$ cat src/rtl/alu_arbiter_pkg.sv
// Shared widths and ALU opcode encoding for the EX-stage ALU arbiter.
package alu_arbiter_pkg;

    localparam int unsigned CPU_WIDTH    = 32;
    localparam int unsigned ALU_OP_WIDTH = 4;

    typedef enum logic [ALU_OP_WIDTH-1:0] {
        ALU_ADD  = 4'd0,
        ALU_SUB  = 4'd1,
        ALU_SLL  = 4'd2,
        ALU_SLT  = 4'd3,
        ALU_SLTU = 4'd4,
        ALU_XOR  = 4'd5,
        ALU_SRL  = 4'd6,
        ALU_SRA  = 4'd7,
        ALU_OR   = 4'd8,
        ALU_AND  = 4'd9
    } alu_op_e;

endpackage

$ cat src/rtl/alu_arbiter_rr_arb2.sv
// Two-way round-robin arbiter: a lone requester always wins, a tie goes to
// the side that did not win last time.
module alu_arbiter_rr_arb2 (
    input  logic [1:0] valid,
    input  logic       en,
    input  logic       last,
    output logic [1:0] gnt
);

    always_comb begin
        gnt = 2'b00;
        if (en) begin
            case (valid)
                2'b01:   gnt = 2'b01;
                2'b10:   gnt = 2'b10;
                2'b11:   gnt = last ? 2'b01 : 2'b10;
                default: gnt = 2'b00;
            endcase
        end
    end

endmodule

$ cat src/rtl/alu_arbiter.sv
// Shares one combinational ALU between the integer pipe (req0) and the
// address/branch helper (req1); results come back through a single slot.
module alu_arbiter
    import alu_arbiter_pkg::*;
#(
    parameter int unsigned DW  = CPU_WIDTH,
    parameter int unsigned OPW = ALU_OP_WIDTH
) (
    input  logic           clk,
    input  logic           rst_n,

    input  logic           req0_valid,
    output logic           req0_ready,
    input  logic [OPW-1:0] req0_op,
    input  logic [DW-1:0]  req0_src1,
    input  logic [DW-1:0]  req0_src2,

    input  logic           req1_valid,
    output logic           req1_ready,
    input  logic [OPW-1:0] req1_op,
    input  logic [DW-1:0]  req1_src1,
    input  logic [DW-1:0]  req1_src2,

    output logic           rsp0_valid,
    input  logic           rsp0_ready,
    output logic [DW-1:0]  rsp0_res,

    output logic           rsp1_valid,
    input  logic           rsp1_ready,
    output logic [DW-1:0]  rsp1_res,

    output logic [OPW-1:0] alu_op,
    output logic [DW-1:0]  alu_src1,
    output logic [DW-1:0]  alu_src2,
    input  logic [DW-1:0]  alu_res
);

    logic          slot_vld;
    logic          slot_id;
    logic [DW-1:0] slot_res;
    logic          last_gnt;

    logic          slot_free;
    logic [1:0]    gnt;
    logic          accept;

    // The slot can take a new result if empty or being drained this cycle.
    assign slot_free = !slot_vld || (slot_id ? rsp1_ready : rsp0_ready);

    alu_arbiter_rr_arb2 u_rr_arb2 (
        .valid ({req1_valid, req0_valid}),
        .en    (slot_free),
        .last  (last_gnt),
        .gnt   (gnt)
    );

    assign req0_ready = gnt[0];
    assign req1_ready = gnt[1];
    assign accept     = |gnt;

    // Idle ALU inputs are forced to ADD 0+0 so nothing toggles downstream.
    always_comb begin
        alu_op   = OPW'(ALU_ADD);
        alu_src1 = '0;
        alu_src2 = '0;
        if (gnt[0]) begin
            alu_op   = req0_op;
            alu_src1 = req0_src1;
            alu_src2 = req0_src2;
        end else if (gnt[1]) begin
            alu_op   = req1_op;
            alu_src1 = req1_src1;
            alu_src2 = req1_src2;
        end
    end

    // last_gnt resets to 1 so requester 0 wins the first tie.
    always_ff @(posedge clk) begin
        if (!rst_n) begin
            slot_vld <= 1'b0;
            slot_id  <= 1'b0;
            slot_res <= '0;
            last_gnt <= 1'b1;
        end else if (accept) begin
            slot_vld <= 1'b1;
            slot_id  <= gnt[1];
            slot_res <= alu_res;
            last_gnt <= gnt[1];
        end else if (slot_free) begin
            slot_vld <= 1'b0;
        end
    end

    assign rsp0_valid = slot_vld && !slot_id;
    assign rsp1_valid = slot_vld && slot_id;
    assign rsp0_res   = slot_res;
    assign rsp1_res   = slot_res;

endmodule
$ cat config.mk
export PLATFORM = sky130hd
export DESIGN_NAME = alu_arbiter
export DESIGN_NICKNAME = d
export VERILOG_FILES = /design/src/rtl/alu_arbiter_pkg.sv /design/src/rtl/alu_arbiter_rr_arb2.sv /design/src/rtl/alu_arbiter.sv
export SDC_FILE = /design/constraint.sdc
export NUM_CORES = 1
export LEC_CHECK = 0
export BUFFER_PORTS_ARGS = -buffer_cell sky130_fd_sc_hd__buf_2
export CAP_MARGIN = 25
export CORE_AREA = 2 2 122 124
export CTS_CLUSTER_SIZE = 40
export DETAILED_ROUTE_END_ITERATION = 7
export DIE_AREA = 0 0 124 126
export PLACE_DENSITY = 0.56
export SYNTH_ARGS = -nofsm -noshare
export SYNTH_HDL_FRONTEND = slang
export SYNTH_SLANG_ARGS = --single-unit
$ cat constraint.sdc
create_clock -name clk -period 2.9 [get_ports clk]
set_input_delay 0.145 -clock clk [delete_from_list [all_inputs] [get_ports clk]]
set_output_delay 0.145 -clock clk [all_outputs]
set_load 0.02 [all_outputs]
==> run metrics, run 1 <==
post-layout instance area 4590 um2; reported max-cap violation count 0; hold crit path type input port to flip-flop; count of cells resized by post-cts repair 0; placed inst area 4450 um2; maximum vdd ir drop 0.192 mV; final-report max-slew violation count 0; final global-route overflow total 0; top-level I/O count 310; Worst Path Arrival 2.13 ns; DRC viols 0; Post-DRT Antenna Nets 0; starting DRC count in detailed routing 263; Final Wtd Congestion 0.834; die extent in y 126 um; leakage component of the power 2.17 nW; die area 15600 um2; clock network latency to the later pin of the worst-skew pair 0.27 ns; cell area after synthesis 3090 um2; most frequent standard cell in the layout excluding fill and tap cells sky130_fd_sc_hd__buf_2; power density over the cells 436 nW/um2; critical path startpoint category flip-flop; Setup TNS Final 0 ns; half-perimeter wire length after placement 9670 um; critical-path maximum fanout 56; library cell occupying the most area in the post-synthesis netlist sky130_fd_sc_hd__o211ai_1; Synth top area share 33.0%; effective utilization at floorplan 21.6%; aggregate routed wire length 13200 um; final antenna diode count 0; result of the run completed; warnings from Yosys 0; via count of the first global-routing pass 3852; clock root buffer master sky130_fd_sc_hd__clkbuf_16; final clock period utilization by the worst path 78.6%; number of setup violations in the final report 0; per-cell via count in the routed design 5.09; crit-path max cell delay 0.46 ns; total of hold buffers inserted after clock tree synthesis 0; worst relative slew slack 49.5%; Max clock buf depth 2; maximum level of the CTS H-tree 2; slowest stage cell on the critical path sky130_fd_sc_hd__and2_2; All-Layer GR Usage 15.6%; largest clock skew in the final design 0.00653 ns; fin crit period 2.28 ns; average size of a mapped cell 8.03 um2; area of the core region 14300 um2; endpoint kind of the worst setup timing path output port; kind of critical path flip-flop to output port; commonest cells after routing, fill and taps aside sky130_fd_sc_hd__buf_2, sky130_fd_sc_hd__o211ai_1, sky130_fd_sc_hd__a21oi_1; number of nets produced by synthesis 559; row cnt 44; Cell variety after synth 29; Worst Tran Pin Value 0.757 ns; final net count 794; Crit path required time 2.76 ns; drt pass-1 iters 4; die span in x 124 um; number of CTS-inserted buffers 5; initial antenna violation count 0; buffers added on ports 309; sequential element share of the synthesized area 22.7%; global-route wire length before repair 19800 um; count of endpoints failing hold in the final timing report 0; Critical Path, Cell by Cell mux2i_2 > and2_2 > buf_12 > a21oi_1 > buf_2; most area-consuming cells after synthesis sky130_fd_sc_hd__o211ai_1, sky130_fd_sc_hd__dfxtp_1, sky130_fd_sc_hd__a21oi_1; fillcell total 1553; unrepaired setup endpoints after global routing false; layout-stage area growth over the synthesis result 48.4%; maximum number of pins on one net before global-route repair 73; highest clock frequency the design can meet 439 MHz; detailed-route wire length per cell 16.4 um; CTS Sinks 35; total vias in the final route 4096; clock slew at reported path FFs 0.06 ns; number of flip-flops and latches in the synthesized netlist 35; share of cells above drive strength 1 58.8%; CTS tree done; Final Power 2.00 mW; number of setup buffers added after CTS 0; Gate Count Post-Synth 385
[synthesized netlist by cell type, drive strengths merged]
library cell	instances
a21oi	68
a221oi	1
a22o	32
a311oi	1
a31o	1
and2	2
buf	55
clkbuf	36
clkinv	1
dfxtp	35
inv	4
mux2i	1
nand4b	1
nor2	3
nor3b	2
nor4	1
o211ai	136
o21a	1
o21ai	1
o221a	1
o31a	1
o31ai	1
[critical path, delay by kind of cell (launching register included)]
kind / cells / cell delay (ns)
AO/OA/AOI/OAI: 1 / 0.10
buffers and inverters: 2 / 0.48
flip-flops: 1 / 0.38
multiplexers: 1 / 0.40
AND/OR/NAND/NOR: 1 / 0.46
[state kept, by name, indices dropped and copies added, names as in the netlist]
signal and cells:
slot_id 1, last_gnt 1, rsp0_res 32, slot_vld 1
[worst paths after layout]
path	start	end	cells past startpoint	slack (ns)
setup / recovery	slot_id	alu_op[3]	5	0.62
hold / removal	alu_res[18]	rsp0_res[18]	2	0.09
setup reg to reg	last_gnt	slot_id	3	1.10
hold reg to reg	rsp0_res[8]	rsp0_res[8]	1	0.49
[routing by layer]
layer,vias to the layer above,routed length (um),GRT usage [%]
met1,1892,5340,18.9
met2,214,6630,28.2
met5,-,0,0
met3,14,1030,2.67
li1,1976,-,-
met4,0,185,4.16
[through the flow]
stage	cells	hold WS, ns	setup WS [ns]	utilization, %
2_1_floorplan	385	0.252	1.38	-
3_3_place_gp	797	0.362	0.689	31.1
3_5_place_dp	797	0.369	0.670	31.1
4_1_cts	805	0.0786	0.627	32.0
5_1_grt	805	0.0823	0.470	32.0
6_report	805	0.0867	0.621	32.0
[cell type report]
cell class	count	area, um2	area share (%)
Clock inverter	2	12.5	0.273
Multi-Input combinational cell	254	1840	40.0
Clock buffer	6	129	2.81
Tap cell	184	230	5.02
Sequential cell	35	702	15.3
Inverter	5	18.8	0.409
Timing Repair Buffer	319	1660	36.2
[power by group]
group	total (mW)	switching [mW]	internal, mW
combinational	0.948	0.600	0.348
clock	0.499	0.183	0.316
sequential	0.554	0.0310	0.523
[logic make-up after synthesis]
| logic type | after synthesis | synth area share [%] |
|---|---|---|
| AOI/OAI and AO/OA | 244 | 56.9 |
| buffers and inverters | 96 | 18.0 |
| DFF | 35 | 22.7 |
| muxes | 1 | 0.445 |
| and+or+nand+nor | 9 | 1.94 |
Power figures use the tool's default switching activity.
==> run 2: changes to the inputs <==
--- a/config.mk
+++ b/config.mk
@@ -7,11 +7,11 @@
 export LEC_CHECK = 0
 export BUFFER_PORTS_ARGS = -buffer_cell sky130_fd_sc_hd__buf_2
 export CAP_MARGIN = 25
-export CORE_AREA = 2 2 122 124
+export CORE_AREA = 2 2 119 121
 export CTS_CLUSTER_SIZE = 40
 export DETAILED_ROUTE_END_ITERATION = 7
-export DIE_AREA = 0 0 124 126
-export PLACE_DENSITY = 0.56
+export DIE_AREA = 0 0 121 123
+export PLACE_DENSITY = 0.6
 export SYNTH_ARGS = -nofsm -noshare
 export SYNTH_HDL_FRONTEND = slang
 export SYNTH_SLANG_ARGS = --single-unit
==> constraint.sdc (replaced) <==
create_clock -name clk -period 1.9 [get_ports clk]
set_input_delay 0.095 -clock clk [delete_from_list [all_inputs] [get_ports clk]]
set_output_delay 0.095 -clock clk [all_outputs]
set_load 0.02 [all_outputs]
==> run 2 against run 1 <==
Global-route usage increased by 0.91 points. Utilization increased by 2.5 points. Clock skew about the same. Clock power increased by 88%. Die area decreased by 4.7%. Wire length increased by 5.4%. First-iteration DRC count decreased by 24%. Design area increased by 2.6%. Sequential cell count unchanged. Cell count increased by 0.37%. Sequential power increased by 55%. Critical path type unchanged. Highest routed layer unchanged.
==> run metrics, run 2 (synthesis gave the netlist of run 1 again) <==
highest clock frequency the design can meet 546 MHz; global-route wire length before repair 19500 um (-1.2%); initial antenna violation count 0 (unchanged); starting DRC count in detailed routing 201 (-24%); result of the run completed; final antenna diode count 0 (unchanged); number of CTS-inserted buffers 5 (unchanged); CTS tree done; unrepaired setup endpoints after global routing false; DRC viols 0 (unchanged); drt pass-1 iters 4 (unchanged); Min-Delay Path Depth 2 (unchanged); Setup TNS Final 0 ns (unchanged); Largest register FFs 32 (unchanged); final-report max-slew violation count 0 (unchanged); Combinational Power Share 45.2% (-2.2 points); largest clock skew in the final design 0.00680 ns (+0.000268 ns); depth of the worst register-to-register path 5 (+2); buffers added on ports 309 (unchanged); total vias in the final route 4143 (+1.1%); via count of the first global-routing pass 3701 (-3.9%); reported max-cap violation count 0 (unchanged); power density over the cells 695 nW/um2 (+59%); Post-DRT Antenna Nets 0 (unchanged); number of setup violations in the final report 0 (unchanged); top-level I/O count 310 (unchanged); area of the core region 13600 um2 (-4.9%); count of cells resized by post-cts repair 1 (+1); maximum number of pins on one net before global-route repair 73 (unchanged); per-cell via count in the routed design 5.13 (+0.77%); die extent in y 123 um (-2.4%); maximum level of the CTS H-tree 2 (unchanged); fin crit period 1.83 ns; final global-route overflow total 0 (unchanged); Net Switching 1.30 mW (+60%); die area 14900 um2 (-4.7%); aggregate routed wire length 13900 um (+5.4%); Crit path required time 1.80 ns (-0.96 ns); endpoint kind of the worst setup timing path output port; total of hold buffers inserted after clock tree synthesis 0 (unchanged); final net count 801 (+0.88%); Worst Path Arrival 1.74 ns (-0.39 ns); half-perimeter wire length after placement 9950 um (+2.9%); leakage component of the power 2.23 nW (+3.1%); worst slack after detailed placement 0.272 ns (-0.398 ns); slack of the critical path 0.0673 ns (-0.554 ns); row cnt 43 (-2.3%); kind of critical path flip-flop to output port; clock root buffer master sky130_fd_sc_hd__clkbuf_16; clock group share of total power 28.6% (+3.7 points); critical-path maximum fanout 72 (+29%); layout-stage area growth over the synthesis result 52.2%; most frequent standard cell in the layout excluding fill and tap cells sky130_fd_sc_hd__buf_2; effective utilization at floorplan 22.7% (+1.1 points); CTS Sinks 35 (unchanged); count of endpoints failing hold in the final timing report 0 (unchanged); commonest cells after routing, fill and taps aside sky130_fd_sc_hd__buf_2, sky130_fd_sc_hd__o211ai_1, sky130_fd_sc_hd__a21oi_1; critical path startpoint category flip-flop; die span in x 121 um (-2.4%); clock slew at reported path FFs 0.06 ns (about the same); All-Layer GR Usage 16.5% (+0.91 points); Final Wtd Congestion 0.720 (-14%); Int Power 1.97 mW (+66%); number of setup buffers added after CTS 0 (unchanged); detailed-route wire length per cell 17.2 um (+5.0%); worst relative slew slack 68.6% (+19 points); maximum vdd ir drop 0.357 mV (+85%); final clock period utilization by the worst path 96.5%; hold crit path type input port to flip-flop; placed inst area 4530 um2 (+1.9%); Max clock buf depth 2 (unchanged); clock network latency to the later pin of the worst-skew pair 0.27 ns (about the same); post-layout instance area 4710 um2 (+2.6%); share of power burned in registers 26.2% (-1.5 points); share of total power consumed by net switching 39.8% (-0.92 points); Worst Tran Pin Value 0.466 ns (-0.291 ns); share of cells above drive strength 1 59.4% (+0.62 points)
[run 2: cell count changes in the layout (fill, tap and decap cells not counted)]
cell | previous run | this run
sky130_fd_sc_hd__buf_12 | 3 | 6
sky130_fd_sc_hd__clkbuf_1 | 1 | 0
sky130_fd_sc_hd__buf_6 | 0 | 2
sky130_fd_sc_hd__clkinv_4 | 0 | 1
sky130_fd_sc_hd__bufinv_16 | 0 | 1
sky130_fd_sc_hd__buf_4 | 7 | 9
sky130_fd_sc_hd__clkinvlp_4 | 1 | 0
[run 2: area by class of cell]
type	instances	area, um2
clock inverter	3	43.8
clock buffer	5	125
multi-input combinational	254	1840
timing repair buffer	326	1760
inverter	5	18.8
fill	1468	8900
sequential	35	702
tap	180	225
[run 2: stage by stage]
| stage | utilization (%) | power, mW | hold WS [ns] | std cells |
|---|---|---|---|---|
| after CTS | 34.6 | 3.33 | 0.0250 | 808 |
| after floorplan | - | 1.84 | 0.202 | 385 |
| final | 34.6 | 3.27 | 0.0328 | 808 |
| after global routing | 34.6 | 3.46 | 0.0196 | 808 |
| after global placement | 33.3 | 2.36 | 0.311 | 800 |
| after detailed placement | 33.3 | 2.36 | 0.316 | 800 |
[run 2: final timing paths]
| path | to | slack (ns) | startpoint |
|---|---|---|---|
| worst max-delay path | alu_src1[15] | 0.07 | slot_id |
| worst min-delay path | rsp0_res[22] | 0.03 | alu_res[22] |
| worst max register to register | rsp0_res[4] | 0.32 | slot_id |
| worst min register to register | rsp0_res[15] | 0.49 | rsp0_res[15] |
[run 2: routing by layer]
layer	wire (um)	global-route usage, %	vias to the layer above	part of all wire (%)
met1	5750	19.2	1950	41
met5	0	0	-	0
met2	7000	31.8	202	50
met4	54	2.54	0	0.39
met3	1090	3.23	4	7.8
li1	-	-	1987	-
[run 2: power groups by stage]
stage          logic [mW]  clock network (mW)  registers, mW
2_1_floorplan       0.918                   0          0.920
3_3_place_gp         1.49                   0          0.872
3_5_place_dp         1.48                   0          0.874
4_1_cts              1.49               0.977          0.858
5_1_grt              1.59                1.01          0.867
6_report             1.48               0.936          0.858
[run 2: critical path, stage by stage, from the launching register on]
cell	delay [ns]
sky130_fd_sc_hd__dfxtp_1	0.41
sky130_fd_sc_hd__mux2i_2	0.25
sky130_fd_sc_hd__and2_2	0.19
sky130_fd_sc_hd__buf_12	0.27
sky130_fd_sc_hd__a21oi_1	0.08
sky130_fd_sc_hd__buf_2	0.18
